<file path="src/rtl/multicycle_control.sv">
// multicycle_control: main control FSM for the multicycle RV32I-subset datapath.
// Decodes the opcode/funct fields held in IR and drives every datapath
// write enable and mux select, one state per clock.
// Optional feature macro: CTRL_HALT_ON_ILLEGAL_EN -- when defined, an unknown
// opcode in DECODE parks the FSM in HALT (all outputs 0, halted=1) until reset.
// Handshake: none; the datapath follows the FSM unconditionally, and the only
// asynchronous-to-state input (zero) is consumed combinationally in BRANCH.
module multicycle_control (
    input  logic       clk,
    input  logic       reset,
    input  logic [6:0] opcode,
    input  logic [2:0] funct3,
    input  logic       funct7_5,
    input  logic       zero,
    output logic       PCWrite,
    output logic       IorD,
    output logic       memRead,
    output logic       memWrite,
    output logic       IRWrite,
    output logic       MemtoReg,
    output logic       ALUSrcA,
    output logic [1:0] ALUSrcB,
    output logic       PCSource,
    output logic       RegWrite,
    output logic [3:0] ALUControl,
    output logic [3:0] state,
    output logic       halted
);

    typedef enum logic [3:0] {
        S_FETCH     = 4'd0,
        S_DECODE    = 4'd1,
        S_MEM_ADDR  = 4'd2,
        S_MEM_READ  = 4'd3,
        S_MEM_WB    = 4'd4,
        S_MEM_WRITE = 4'd5,
        S_EXEC_R    = 4'd6,
        S_ALU_WB    = 4'd7,
        S_BRANCH    = 4'd8,
        S_EXEC_I    = 4'd9,
        S_HALT      = 4'd15
    } state_t;

    localparam logic [6:0] OP_LW     = 7'b0000011;
    localparam logic [6:0] OP_SW     = 7'b0100011;
    localparam logic [6:0] OP_RTYPE  = 7'b0110011;
    localparam logic [6:0] OP_ITYPE  = 7'b0010011;
    localparam logic [6:0] OP_BRANCH = 7'b1100011;

    localparam logic [3:0] ALU_AND = 4'b0000;
    localparam logic [3:0] ALU_OR  = 4'b0001;
    localparam logic [3:0] ALU_ADD = 4'b0010;
    localparam logic [3:0] ALU_SUB = 4'b0110;
    localparam logic [3:0] ALU_BAD = 4'b1111;

    localparam logic [1:0] SRCB_B   = 2'b00;
    localparam logic [1:0] SRCB_4   = 2'b01;
    localparam logic [1:0] SRCB_IMM = 2'b10;

    state_t state_q;
    state_t state_d;

    // State register: reset always lands in FETCH on the next edge.
    always_ff @(posedge clk) begin
        if (reset) state_q <= S_FETCH;
        else       state_q <= state_d;
    end

    // Debug view of the state; reads FETCH while reset is held.
    assign state = reset ? S_FETCH : state_q;

`ifdef CTRL_HALT_ON_ILLEGAL_EN
    logic halted_q;

    // Sticky illegal-opcode flag, set on the edge that enters HALT.
    always_ff @(posedge clk) begin
        if (reset)                  halted_q <= 1'b0;
        else if (state_d == S_HALT) halted_q <= 1'b1;
    end

    assign halted = halted_q & ~reset;
`else
    assign halted = 1'b0;
`endif

    // Next-state and Moore output decode; reset forces every output low.
    always_comb begin
        state_d    = state_q;
        PCWrite    = 1'b0;
        IorD       = 1'b0;
        memRead    = 1'b0;
        memWrite   = 1'b0;
        IRWrite    = 1'b0;
        MemtoReg   = 1'b0;
        ALUSrcA    = 1'b0;
        ALUSrcB    = SRCB_B;
        PCSource   = 1'b0;
        RegWrite   = 1'b0;
        ALUControl = ALU_ADD;

        case (state_q)
            S_FETCH: begin
                // Read the instruction and compute PC+4 into ALUOut.
                memRead = 1'b1;
                IRWrite = 1'b1;
                ALUSrcB = SRCB_4;
                state_d = S_DECODE;
            end
            S_DECODE: begin
                // PC <= PC+4 from ALUOut while the branch target lands in ALUOut.
                PCWrite  = 1'b1;
                PCSource = 1'b1;
                ALUSrcB  = SRCB_IMM;
                case (opcode)
                    OP_LW, OP_SW: state_d = S_MEM_ADDR;
                    OP_RTYPE:     state_d = S_EXEC_R;
                    OP_ITYPE:     state_d = S_EXEC_I;
                    OP_BRANCH:    state_d = S_BRANCH;
`ifdef CTRL_HALT_ON_ILLEGAL_EN
                    default:      state_d = S_HALT;
`else
                    default:      state_d = S_FETCH;
`endif
                endcase
            end
            S_MEM_ADDR: begin
                ALUSrcA = 1'b1;
                ALUSrcB = SRCB_IMM;
                state_d = (opcode == OP_LW) ? S_MEM_READ : S_MEM_WRITE;
            end
            S_MEM_READ: begin
                memRead = 1'b1;
                IorD    = 1'b1;
                state_d = S_MEM_WB;
            end
            S_MEM_WB: begin
                RegWrite = 1'b1;
                MemtoReg = 1'b1;
                state_d  = S_FETCH;
            end
            S_MEM_WRITE: begin
                memWrite = 1'b1;
                IorD     = 1'b1;
                state_d  = S_FETCH;
            end
            S_EXEC_R: begin
                ALUSrcA = 1'b1;
                ALUSrcB = SRCB_B;
                casez ({funct7_5, funct3})
                    4'b0000: ALUControl = ALU_ADD;
                    4'b1000: ALUControl = ALU_SUB;
                    4'b?111: ALUControl = ALU_AND;
                    4'b?110: ALUControl = ALU_OR;
                    default: ALUControl = ALU_BAD;
                endcase
                state_d = S_ALU_WB;
            end
            S_EXEC_I: begin
                ALUSrcA = 1'b1;
                ALUSrcB = SRCB_IMM;
                case (funct3)
                    3'b000:  ALUControl = ALU_ADD;
                    3'b111:  ALUControl = ALU_AND;
                    3'b110:  ALUControl = ALU_OR;
                    default: ALUControl = ALU_BAD;
                endcase
                state_d = S_ALU_WB;
            end
            S_ALU_WB: begin
                RegWrite = 1'b1;
                state_d  = S_FETCH;
            end
            S_BRANCH: begin
                // Compare via subtract; only the zero flag qualifies the PC load.
                ALUSrcA    = 1'b1;
                ALUSrcB    = SRCB_B;
                ALUControl = ALU_SUB;
                PCSource   = 1'b1;
                case (funct3)
                    3'b000:  PCWrite = zero;
                    3'b001:  PCWrite = ~zero;
                    default: PCWrite = 1'b0;
                endcase
                state_d = S_FETCH;
            end
`ifdef CTRL_HALT_ON_ILLEGAL_EN
            S_HALT: begin
                ALUControl = 4'b0000;
                state_d    = S_HALT;
            end
`endif
            default: begin
                ALUControl = 4'b0000;
                state_d    = S_FETCH;
            end
        endcase

        if (reset) begin
            PCWrite    = 1'b0;
            IorD       = 1'b0;
            memRead    = 1'b0;
            memWrite   = 1'b0;
            IRWrite    = 1'b0;
            MemtoReg   = 1'b0;
            ALUSrcA    = 1'b0;
            ALUSrcB    = SRCB_B;
            PCSource   = 1'b0;
            RegWrite   = 1'b0;
            ALUControl = 4'b0000;
        end
    end

endmodule

</file>
<file path="config.mk">
export PLATFORM = sky130hd
export DESIGN_NAME = multicycle_control
export DESIGN_NICKNAME = d
export VERILOG_FILES = /design/src/rtl/multicycle_control.sv
export SDC_FILE = /design/constraint.sdc
export NUM_CORES = 1
export LEC_CHECK = 0
export BUFFER_PORTS_ARGS = -buffer_cell sky130_fd_sc_hd__buf_2
export CAP_MARGIN = 10
export CELL_PAD_IN_SITES_DETAIL_PLACEMENT = 0
export CELL_PAD_IN_SITES_GLOBAL_PLACEMENT = 2
export CORE_ASPECT_RATIO = 0.8
export CORE_MARGIN = 10
export CORE_UTILIZATION = 22
export CTS_CLUSTER_SIZE = 40
export DETAILED_ROUTE_END_ITERATION = 10
export PLACE_DENSITY_LB_ADDON = 0.1
export SLEW_MARGIN = 20
export SYNTH_ARGS = -nofsm -noshare
export SYNTH_HDL_FRONTEND = slang
export SYNTH_SLANG_ARGS = --single-unit
</file>
<file path="constraint.sdc">
create_clock -name clk -period 2.55 [get_ports clk]
set_input_delay 0.1275 -clock clk [delete_from_list [all_inputs] [get_ports clk]]
set_output_delay 0.1275 -clock clk [all_outputs]
set_load 0.05 [all_outputs]
</file>
==> impl_metrics.env, run 1 <==
export IMPL_syn_instance_count=86
export IMPL_cp_start_kind="register"
export IMPL_portBuffers=32
export IMPL_crit_fanout=11
export IMPL_area_growth_synth_to_final_pct=32.0
export IMPL_largest_reg_flops=4
export IMPL_rr_endpoint="state_q[2]"
export IMPL_hold_end="state_q[1]"
export IMPL_die_area_sq_um=5100
export IMPL_rows=16
export IMPL_reg2reg_slack_ns=0.96
export IMPL_ant_nets=0
export IMPL_fp_dieH_um=65.9
export IMPL_ios=34
export IMPL_grt_pass1_vias=738
export IMPL_yosysMostFrequentCell="nor2_1"
export IMPL_tritoncts="yes"
export IMPL_grt_overflow_total=0
export IMPL_setup_viol=0
export IMPL_setup_tns_ns=0
export IMPL_antenna_cells=0
export IMPL_power_uw=242
export IMPL_drt_initial_drc_count=82
export IMPL_grt_first_pass_wirelength_mm=3.61
export IMPL_clkTransAtPathRegs_ns=0.04
export IMPL_r2r_start="state_q[1]"
export IMPL_drc=0
export IMPL_cp_startpoint="state_q[0]"
export IMPL_cp_required_ns=2.42
export IMPL_synth_area_leaders="dfxtp_1, nor3_1, nor2_1"
export IMPL_die_x_um=77.4
export IMPL_synth_edff_count=0
export IMPL_post_cts_buffers=0
export IMPL_worst_slew_pin_slew_ns=0.608
export IMPL_cts_buffers=3
export IMPL_ys_seq_area_share_pct=13.8
export IMPL_worstSetupPathType="register to output pin"
export IMPL_drt_first_pass_iters=4
export IMPL_viasPerCell=4.99
export IMPL_drv_cap=0
export IMPL_reg_top3="state_q (4)"
export IMPL_synth_top_area_cell="dfxtp_1"
export IMPL_clock_path_buffers=2
export IMPL_grt_max_degree=20
export IMPL_fin_crit_sh_pct=79.5
export IMPL_synth_area_per_cell_sq_um=6.74
export IMPL_grt_total_usage_pct=8.53
export IMPL_hold_start="opcode[6]"
export IMPL_setup_ws_ns=0.522
export IMPL_hold_violations=0
export IMPL_yosys_warnings=0
export IMPL_power_density_nw_per_um2=317
export IMPL_fmaxAchievable_mhz=493
export IMPL_status="completed"
export IMPL_ys_types=40
export IMPL_wirelength_mm=2.27
export IMPL_layout_drive_gt1_share_pct=35.4
export IMPL_syn_num_nets=100
export IMPL_h_tree_depth=1
export IMPL_slew_violations=0
export IMPL_coreArea_sq_um=2480
export IMPL_ys_top_cells_by_count="nor2_1, nor3_1, nor2b_1"
export IMPL_hpwlAfterDp_mm=1.79
export IMPL_vias=744
export IMPL_whs_path_depth=2
export IMPL_fillCellCount=299
export IMPL_ys_async_sr_fraction_pct=0
export IMPL_cts_sinks=4
export IMPL_arrival_ns=1.90
export IMPL_max_slew_margin_pct=59.4
export IMPL_wl_per_cell_um=15.2
export IMPL_multi_input_area_sq_um=445
export IMPL_fin_skew_ns=0.00310
export IMPL_regArea_sq_um=80.1
export IMPL_cts_resized_gates=0
export IMPL_pre_cts_slack_ns=0.759
export IMPL_synth_ff_type="dfxtp_1"
export IMPL_stdcell_count=149
export IMPL_crit_path_end_kind="output pin"
export IMPL_largest_register="state_q"
export IMPL_postCtsHoldBufs=0
export IMPL_dp_cells=146
export IMPL_worstRegToRegCells=3
export IMPL_nets=129
export IMPL_hold_class="input port to register"
export IMPL_postPlaceCellArea_sq_um=742
export IMPL_max_vdd_ir_drop_uv=101
export IMPL_insertion_delay_ns=0.23
export IMPL_syn_area_sq_um=579
export IMPL_start_util_pct=23.3
export IMPL_final_area_sq_um=764
export IMPL_synth_top_area_share_pct=13.8
export IMPL_synth_seq_cells=4
export IMPL_leakage_nw=0.355
export IMPL_place_congestion=0.777
export IMPL_fin_crit_ns=2.03
export IMPL_rsz0062_at_grt="no"
export IMPL_antenna_found_initial=0
export IMPL_cts_root_buf="clkbuf_4"
layout by cell type, fill, tap and decap left out, drive strengths merged, types with 3 or more instances in the layout:
cell type  count
a211oi         3
a21oi          4
a31oi          3
buf           32
clkbuf         3
dfxtp          4
inv            3
nand2b         5
nor2          10
nor2b          6
nor3           8
power by group:
group	switching [mW]	internal, mW	total [mW]	leakage (nW)
logic	0.0660	0.0268	0.0928	0.308
registers	0.00503	0.0644	0.0694	0.0326
clock network	0.0273	0.0528	0.0801	0.0138
kinds of logic after synthesis:
family | after synthesis | share of synthesized area (%)
buffers and inverters | 11 | 9.29
other | 1 | 0.647
AND/OR/NAND/NOR | 44 | 43.2
flip-flops | 4 | 13.8
AO/OA/AOI/OAI | 23 | 28.5
XOR/XNOR | 3 | 4.54
worst max-delay path, cell delays in order, from the launching register on:
cell and delay (ns):
dfxtp_1 0.55, nand2b_1 0.26, nor3b_1 0.24, o21bai_1 0.13
a211oi_1 0.19, buf_2 0.30
worst max path at each step:
stage                          to
finish              ALUControl[0]
global route              PCWrite
CTS                       PCWrite
detailed placement  ALUControl[0]
global placement          PCWrite
floorplan                MemtoReg
through the flow:
stage / hold slack, ns / util [%]
2_1_floorplan: 0.232 / -
3_3_place_gp: 0.394 / 29.9
3_5_place_dp: 0.392 / 29.9
4_1_cts: 0.141 / 30.8
5_1_grt: 0.146 / 30.8
6_report: 0.146 / 30.8
per-layer routing:
layer / global-route usage (%) / share of wire, % / vias up
met5: 0 / 0 / -
met4: 3.41 / 1.2 / 0
met3: 2.85 / 6.1 / 2
met2: 13.5 / 44 / 21
met1: 10.4 / 48 / 354
li1: - / - / 367
final cells by class:
class / instances / area share, %
Clock buffer: 3 / 2.95
Inverter: 3 / 1.47
Multi-Input combinational cell: 71 / 58.3
Sequential cell: 4 / 10.5
Tap cell: 36 / 5.89
Timing Repair Buffer: 32 / 20.9
No activity file was read; power rests on OpenSTA's default activity.
==> run 2: changes to the inputs <==
CORE_UTILIZATION = 18   (was 22)
clock period = 1.84 ns   (was 2.55 ns; I/O delays follow)
==> run 2 against run 1 <==
Register-to-register slack worse by 0.51 ns. Via count up 1.6%. Sequential share of layout area down 1.4 points. Combinational power up 56%. Critical path type unchanged. Sequential cell count unchanged. Sequential power up 36%. Cell count up 7.4%. Critical path depth down 1. Critical endpoint is now memRead. Worst setup slack worse by 0.41 ns.
==> impl_metrics.env, run 2 (same netlist as run 1, synthesis figures left out) <==
export IMPL_layout_drive_gt1_share_pct=50.0
export IMPL_clock_path_buffers=2
export IMPL_status="completed"
export IMPL_hold_end="state_q[1]"
export IMPL_max_vdd_ir_drop_uv=228
export IMPL_dp_cells=157
export IMPL_hold_violations=0
export IMPL_place_congestion=0.676
export IMPL_vias=756
export IMPL_worstRegToRegCells=3
export IMPL_h_tree_depth=1
export IMPL_cp_startpoint="state_q[3]"
export IMPL_rr_endpoint="state_q[2]"
export IMPL_pre_cts_slack_ns=0.217
export IMPL_reg_top3="state_q (4)"
export IMPL_leakage_nw=0.421
export IMPL_fp_dieH_um=70.7
export IMPL_reg2reg_slack_ns=0.45
export IMPL_coreArea_sq_um=3090
export IMPL_fin_crit_sh_pct=94.0
export IMPL_p_sw_uw=155
export IMPL_stdcell_count=160
export IMPL_wl_per_cell_um=14.2
export IMPL_cts_sinks=4
export IMPL_portBuffers=32
export IMPL_p_seq_share_pct=22.0
export IMPL_hpwlAfterDp_mm=1.87
export IMPL_layout_common_cells="buf_2, nor2_1, buf_4, nor2b_1, nor3_2"
export IMPL_grt_first_pass_wirelength_mm=3.96
export IMPL_hold_start="opcode[6]"
export IMPL_utilization_pct=29.4
export IMPL_ant_nets=0
export IMPL_die_x_um=83.4
export IMPL_grt_overflow_total=0
export IMPL_whs_path_depth=2
export IMPL_tritoncts="yes"
export IMPL_r2r_start="state_q[0]"
export IMPL_largest_reg_flops=4
export IMPL_internal_power_uw=275
export IMPL_cp_required_ns=1.75
export IMPL_post_cts_buffers=0
export IMPL_insertion_delay_ns=0.22
export IMPL_rows=18
export IMPL_power_frac_clock_pct=44.4
export IMPL_cts_buffers=3
export IMPL_setup_ws_ns=0.110
export IMPL_hold_class="input port to register"
export IMPL_drc=0
export IMPL_rsz0062_at_grt="yes"
export IMPL_nets=136
export IMPL_power_frac_comb_pct=33.7
export IMPL_fmaxAchievable_mhz=578
export IMPL_fin_skew_ns=0.000164
export IMPL_arrival_ns=1.64
export IMPL_crit_fanout=6
export IMPL_fillCellCount=353
export IMPL_drt_first_pass_iters=3
export IMPL_area_growth_synth_to_final_pct=56.4
export IMPL_antenna_cells=0
export IMPL_crit_path_end_kind="output pin"
export IMPL_grt_pass1_vias=817
export IMPL_mostFrequentLayoutCell="buf_2"
export IMPL_wirelength_mm=2.28
export IMPL_worstSetupPathType="register to output pin"
export IMPL_die_area_sq_um=5900
export IMPL_power_density_nw_per_um2=474
export IMPL_cts_root_buf="clkbuf_8"
export IMPL_drt_initial_drc_count=15
export IMPL_clkTransAtPathRegs_ns=0.03
export IMPL_fin_crit_ns=1.73
export IMPL_p_sw_share_pct=36.0
export IMPL_grt_total_usage_pct=8.00
export IMPL_antenna_found_initial=0
export IMPL_start_util_pct=18.8
export IMPL_setup_viol=0
export IMPL_largest_register="state_q"
export IMPL_viasPerCell=4.73
export IMPL_cp_start_kind="register"
export IMPL_slew_violations=0
export IMPL_grt_max_degree=18
export IMPL_ios=34
export IMPL_drv_cap=0
run 2: routing by layer:
metal  GRT usage, %  share of wire, %
met1           9.55                47
met5              0                 0
met3           3.43               7.3
met2           12.3                44
met4           3.34               1.7
run 2: what timing repair did:
item | 4_1_cts | 5_1_grt
hold buffers | 0 | 0
cloned | 0 | 0
setup endpoints to repair | 1 | 3
resized for setup | 1 | 2
run 2: worst max path at each step:
| stage | to | slack, ns | depth (start not counted) |
|---|---|---|---|
| 2_1_floorplan | memWrite | -0.03 | 3 |
| 3_3_place_gp | ALUControl[0] | 0.26 | 5 |
| 3_5_place_dp | ALUControl[0] | 0.22 | 4 |
| 4_1_cts | ALUControl[0] | 0.03 | 5 |
| 5_1_grt | PCWrite | -0.02 | 4 |
| 6_report | memRead | 0.11 | 4 |
run 2: power groups by stage:
stage	sequential, mW	combinational (mW)	clock (mW)
3_5_place_dp	0.0954	0.146	0
3_3_place_gp	0.0956	0.147	0
5_1_grt	0.0951	0.157	0.205
4_1_cts	0.0943	0.147	0.193
6_report	0.0943	0.145	0.191
2_1_floorplan	0.0913	0.106	0
run 2: critical path, cell delays in order, from the launching register on:
cell and delay (ns):
dfxtp_1 0.37, buf_4 0.19, or3_4 0.40, nor3_2 0.17, buf_2 0.28
run 2: cell type report:
cell class | instances | area [sq um] | share of cell area (%)
Multi-Input combinational cell | 71 | 505 | 55.8
Sequential cell | 4 | 82.6 | 9.12
Timing Repair Buffer | 39 | 215 | 23.8
Inverter | 3 | 11.3 | 1.24
Clock buffer | 3 | 41.3 | 4.56
Tap cell | 40 | 50.0 | 5.52
run 2: per-stage QoR:
stage          cell area [sq um]  hold slack [ns]  TNS [ns]  power (mW)
4_1_cts                      902            0.124         0       0.434
3_3_place_gp                 860            0.352         0       0.243
2_1_floorplan                639            0.197   -0.0267       0.198
6_report                     906            0.111         0       0.429
5_1_grt                      906            0.130   -0.0200       0.457
3_5_place_dp                 860            0.353         0       0.242
